**src/rtl/bram_arbiter.sv**
```systemverilog
// Shares one single-port BRAM (1-cycle read latency) between instruction fetch and load/store.
// LS has priority; a starvation counter forces IF through after STARVE_LIMIT LS grants.
module bram_arbiter #(
    parameter int unsigned ADDR_W       = 32,
    parameter int unsigned STARVE_LIMIT = 4
) (
    input  logic              clk_i,
    input  logic              rst_ni,

    input  logic              if_req_valid_i,
    input  logic [ADDR_W-1:0] if_addr_i,
    output logic              if_req_ready_o,
    output logic              if_rsp_valid_o,
    output logic [31:0]       if_rsp_data_o,

    input  logic              ls_req_valid_i,
    input  logic [ADDR_W-1:0] ls_addr_i,
    input  logic [3:0]        ls_we_i,
    input  logic [31:0]       ls_wdata_i,
    output logic              ls_req_ready_o,
    output logic              ls_rsp_valid_o,
    output logic [31:0]       ls_rsp_data_o,

    output logic              ram_en_o,
    output logic [3:0]        ram_we_o,
    output logic [ADDR_W-1:0] ram_addr_o,
    output logic [31:0]       ram_wdata_o,
    input  logic [31:0]       ram_rdata_i
);

    typedef enum logic [1:0] {OwnNone, OwnIf, OwnLsRd, OwnLsWr} owner_e;

    localparam logic [3:0] Limit = 4'(STARVE_LIMIT);

    logic [3:0] starve_cnt_q, starve_cnt_d;
    owner_e     owner_q, owner_d;
    logic       grant_if, grant_ls;

    // Grants are gated by reset so nothing reaches the BRAM while held in reset.
    always_comb begin
        grant_if = 1'b0;
        grant_ls = 1'b0;
        if (rst_ni) begin
            if (ls_req_valid_i && if_req_valid_i) begin
                if (starve_cnt_q == Limit) grant_if = 1'b1;
                else                       grant_ls = 1'b1;
            end else if (ls_req_valid_i) begin
                grant_ls = 1'b1;
            end else if (if_req_valid_i) begin
                grant_if = 1'b1;
            end
        end
    end

    always_comb begin
        starve_cnt_d = starve_cnt_q;
        if (!if_req_valid_i || grant_if) begin
            starve_cnt_d = 4'd0;
        end else if (grant_ls && (starve_cnt_q != Limit)) begin
            starve_cnt_d = starve_cnt_q + 4'd1;
        end
    end

    always_comb begin
        owner_d = OwnNone;
        if (grant_if)                 owner_d = OwnIf;
        else if (grant_ls)            owner_d = (ls_we_i != 4'd0) ? OwnLsWr : OwnLsRd;
    end

    always_ff @(posedge clk_i or negedge rst_ni) begin
        if (!rst_ni) begin
            starve_cnt_q <= 4'd0;
            owner_q      <= OwnNone;
        end else begin
            starve_cnt_q <= starve_cnt_d;
            owner_q      <= owner_d;
        end
    end

    always_comb begin
        ram_en_o    = grant_if | grant_ls;
        ram_we_o    = 4'd0;
        ram_addr_o  = '0;
        ram_wdata_o = 32'd0;
        if (grant_ls) begin
            ram_we_o    = ls_we_i;
            ram_addr_o  = ls_addr_i;
            ram_wdata_o = ls_wdata_i;
        end else if (grant_if) begin
            ram_addr_o  = if_addr_i;
        end
    end

    assign if_req_ready_o = grant_if;
    assign ls_req_ready_o = grant_ls;

    // Responses are steered purely by the owner captured on the previous edge.
    assign if_rsp_valid_o = (owner_q == OwnIf);
    assign if_rsp_data_o  = (owner_q == OwnIf) ? ram_rdata_i : 32'd0;
    assign ls_rsp_valid_o = (owner_q == OwnLsRd) || (owner_q == OwnLsWr);
    assign ls_rsp_data_o  = (owner_q == OwnLsRd) ? ram_rdata_i : 32'd0;

endmodule

```
**config.mk**
```make
export PLATFORM = sky130hd
export DESIGN_NAME = bram_arbiter
export DESIGN_NICKNAME = d
export VERILOG_FILES = /design/src/rtl/bram_arbiter.sv
export SDC_FILE = /design/constraint.sdc
export NUM_CORES = 1
export LEC_CHECK = 0
export ABC_AREA = 1
export BUFFER_PORTS_ARGS = -buffer_cell sky130_fd_sc_hd__buf_2
export CORE_AREA = 2 2 105 107
export DETAILED_ROUTE_END_ITERATION = 7
export DIE_AREA = 0 0 107 109
export MAX_ROUTING_LAYER = met4
export PLACE_DENSITY = 0.57
export REMOVE_ABC_BUFFERS = 1
export SETUP_SLACK_MARGIN = 0.1
export SLEW_MARGIN = 20
export SYNTH_ARGS = -nofsm -noshare
export SYNTH_HDL_FRONTEND = slang
export SYNTH_SLANG_ARGS = --single-unit
```
**constraint.sdc**
```tcl
create_clock -name clk_i -period 1.6 [get_ports clk_i]
set_clock_uncertainty 0.2 [all_clocks]
set_input_delay 0.24 -clock clk_i [delete_from_list [all_inputs] [get_ports clk_i]]
set_output_delay 0.24 -clock clk_i [all_outputs]
set_load 0.05 [all_outputs]
```
==> metrics <==
Clock transition at path regs=0.04 ns; CTS tree=built; r2r setup slk=-0.08 ns; diode count=0; FF/Latch Area=150.1 um^2; Routed WL per cell=15.35 um; Rows=38; Max Buffers Root-to-Sink=2; Post-Synthesis Cells=335; initial antenna violation count=0; met2 Track Usage GR=35.40%; fmax=471.9 MHz; top-area cell type share of the netlist area=26.20%; overall power=2.531 mW; reg-to-reg endpoint=starve_cnt_q[1]; Synth area leaders=inv_1 26%, nor2_1 24%, nand3_1 11%; setup ws final=-0.5189 ns; initial drt markers=113; synth cell count leaders=111 x inv_1, 103 x nor2_1, 35 x nand3_1, 24 x o21ai_0, 20 x nand2_1; Num Clock Sinks=6; Flop pwr share=6.4%; critical path endpoint category=output port; Die X=107 um; Hold WC Path Type=in -> reg; # port buffers=272; hpwl dp=7071 um; leading area contributor after synthesis=inv_1; largest net degree at the start of global routing=34; Avg Cell Area, Syn=4.747 um^2; Final #Nets=786; WP data arrival=1.68 ns; Placer Congestion=0.7839; die height=109 um; Worst Hold Depth=3; path depth of the worst reg2reg path=10; Max Cap Violations=0; Core Box Area=0.01060 mm^2; Most used DFF post-synth=dfrtp_1; total clock buffers created by CTS=3; FILL cells=888; Critical Setup Path Class=reg -> out; fin crit share=132.4%; Seq/Total Area, Yosys=9.441%; Cell Pwr Density=436.3 mW/mm^2; RSZ-0062 raised after global routing=yes; P_int=1.175 mW; Peak VDD IR=261.6 uV; final slew viol count=0; Worst R2R Start=starve_cnt_q[1]; CTS H-tree depth=1; area of the multi-input gates=0.001868 mm^2; outcome=finished with violations; final hold slack=0.1034 ns; critical-path maximum fanout=4; vias in the first global route=3231; drt drc=0; Initial Utilization=15.00%; Clock Power Share=9.3%; Clk Latency, worst-skew pair=0.23 ns; Final min period=2.119 ns; Seq cells post-synth=6; CP required=1.16 ns; Static Leak=3.011 nW; hold path start=ls_we_i[2]; Sw Share=53.59%; Area Overhead vs Synth=264.8%; num ports=273; Die Footprint=0.01166 mm^2; Endpoint, Worst Hold=owner_q[0]; Clock Root Buffer=clkbuf_8; Antenna Nets Post-Route=0; drt via density=4.158; GRT Total Usage=18.52%; router iterations before antenna repair=4; count leader, synth=inv_1; fin util=54.72%; Setup TNS=-48.00 ns; GRT overflow=0; M3 GR Usage=2.510%; Fin. Hold Viols=0; total number of vias=3268; first-pass GRT wire length=16550 um; synthesis warning total=0; Synth Cell Area=0.001590 mm^2; GR peak layer=met2; Net Switching=1.357 mW; Gate power share=84.3%; share of layout cells above drive strength 1=75.70%; violated checks=negative setup slack; worst-margin pin slew=0.3755 ns; Cell variety after synth=15; fraction of registers with async set/reset=100.0%; met1 Use GR=20.04%; Post-synth EDFFs=0; Slew HR=74.94%; final setup violation count=139; Routed WL=12060 um; Startpoint Class=register
## worst max path at each step
stage | endpoint | start | depth (start not counted) | slack, ns
2_1_floorplan | if_rsp_data_o[0] | owner_q[1] | 3 | -1.54
3_3_place_gp | ram_addr_o[4] | starve_cnt_q[0] | 7 | -0.43
3_5_place_dp | ram_addr_o[4] | starve_cnt_q[0] | 7 | -0.43
4_1_cts | ram_addr_o[13] | starve_cnt_q[0] | 8 | -0.52
5_1_grt | ram_addr_o[14] | starve_cnt_q[1] | 7 | -0.58
6_report | ram_wdata_o[28] | starve_cnt_q[1] | 8 | -0.52
## worst max-delay path, cell delays in order, from the launching register on
cell	delay [ns]
dfrtp_1	0.37
inv_2	0.06
ha_4	0.17
nand4_1	0.08
buf_6	0.16
nand2_2	0.13
buf_4	0.18
nor2_1	0.12
buf_6	0.19
## flip-flops by register name (all words and copies together), names as in the netlist
name / cells
starve_cnt_q: 4
owner_q: 2
## area by class of cell
cell class / count / area share, %
inverter: 111 / 7.225
clock buffer: 3 / 0.7117
sequential: 6 / 2.588
timing repair buffer: 325 / 54.26
multi-input combinational: 201 / 32.20
tap: 140 / 3.019
## cells by family after synthesis
logic type                 count (synthesis)  share of synthesized area (%)
and+or+nand+nor                          162                          41.94
adders and majority gates                  2                          1.573
xor gates and xnor gates                   1                         0.5508
buffers and inverters                    131                          36.11
DFF                                        6                          9.441
AOI/OAI and AO/OA                         33                          10.39
## placed cells by master, fill, tap and decap left out, types with 6 or more instances in the layout
cell type  instances
o21ai_2           23
buf_2            136
buf_8             26
buf_16            10
buf_12            15
buf_4             17
inv_1            104
nor2_2            18
nand3_2           18
buf_6            118
nand3_1           13
inv_2              6
nor2_4            80
dfrtp_1            6
nand2_1           17
## power by group through the flow
| stage | Clock, mW | Sequential [mW] | Combinational (mW) |
|---|---|---|---|
| after floorplan | 0 | 0.168 | 0.830 |
| after CTS | 0.244 | 0.163 | 1.97 |
| final | 0.235 | 0.163 | 2.13 |
| after global placement | 0 | 0.163 | 1.30 |
| after global routing | 0.256 | 0.163 | 2.22 |
| after detailed placement | 0 | 0.163 | 1.31 |
## what timing repair did
action / in CTS / in global routing
pin swaps: 9 / 11
gates resized for setup: 492 / 116
setup buffers: 13 / 5
endpoints found under the hold margin: 6 / 0
setup endpoints to repair: 141 / 142
cloned: 13 / 1
hold buffers: 2 / 0
## per-layer routing
layer  part of all wire, %  wire length [um]
met5                     0                 0
met4                   1.7               201
met3                   6.7               808
met2                    55              6654
met1                    36              4398
## per-stage QoR
stage	std cells	cell area [um^2]	worst slack, ns
after detailed placement	753	3244	-0.4312
after CTS	783	5330	-0.5240
after global routing	786	5802	-0.5766
final	786	5802	-0.5189
after global placement	753	3244	-0.4260
after floorplan	315	1433	-1.539
Note: power is estimated with default switching activity, not from simulation.
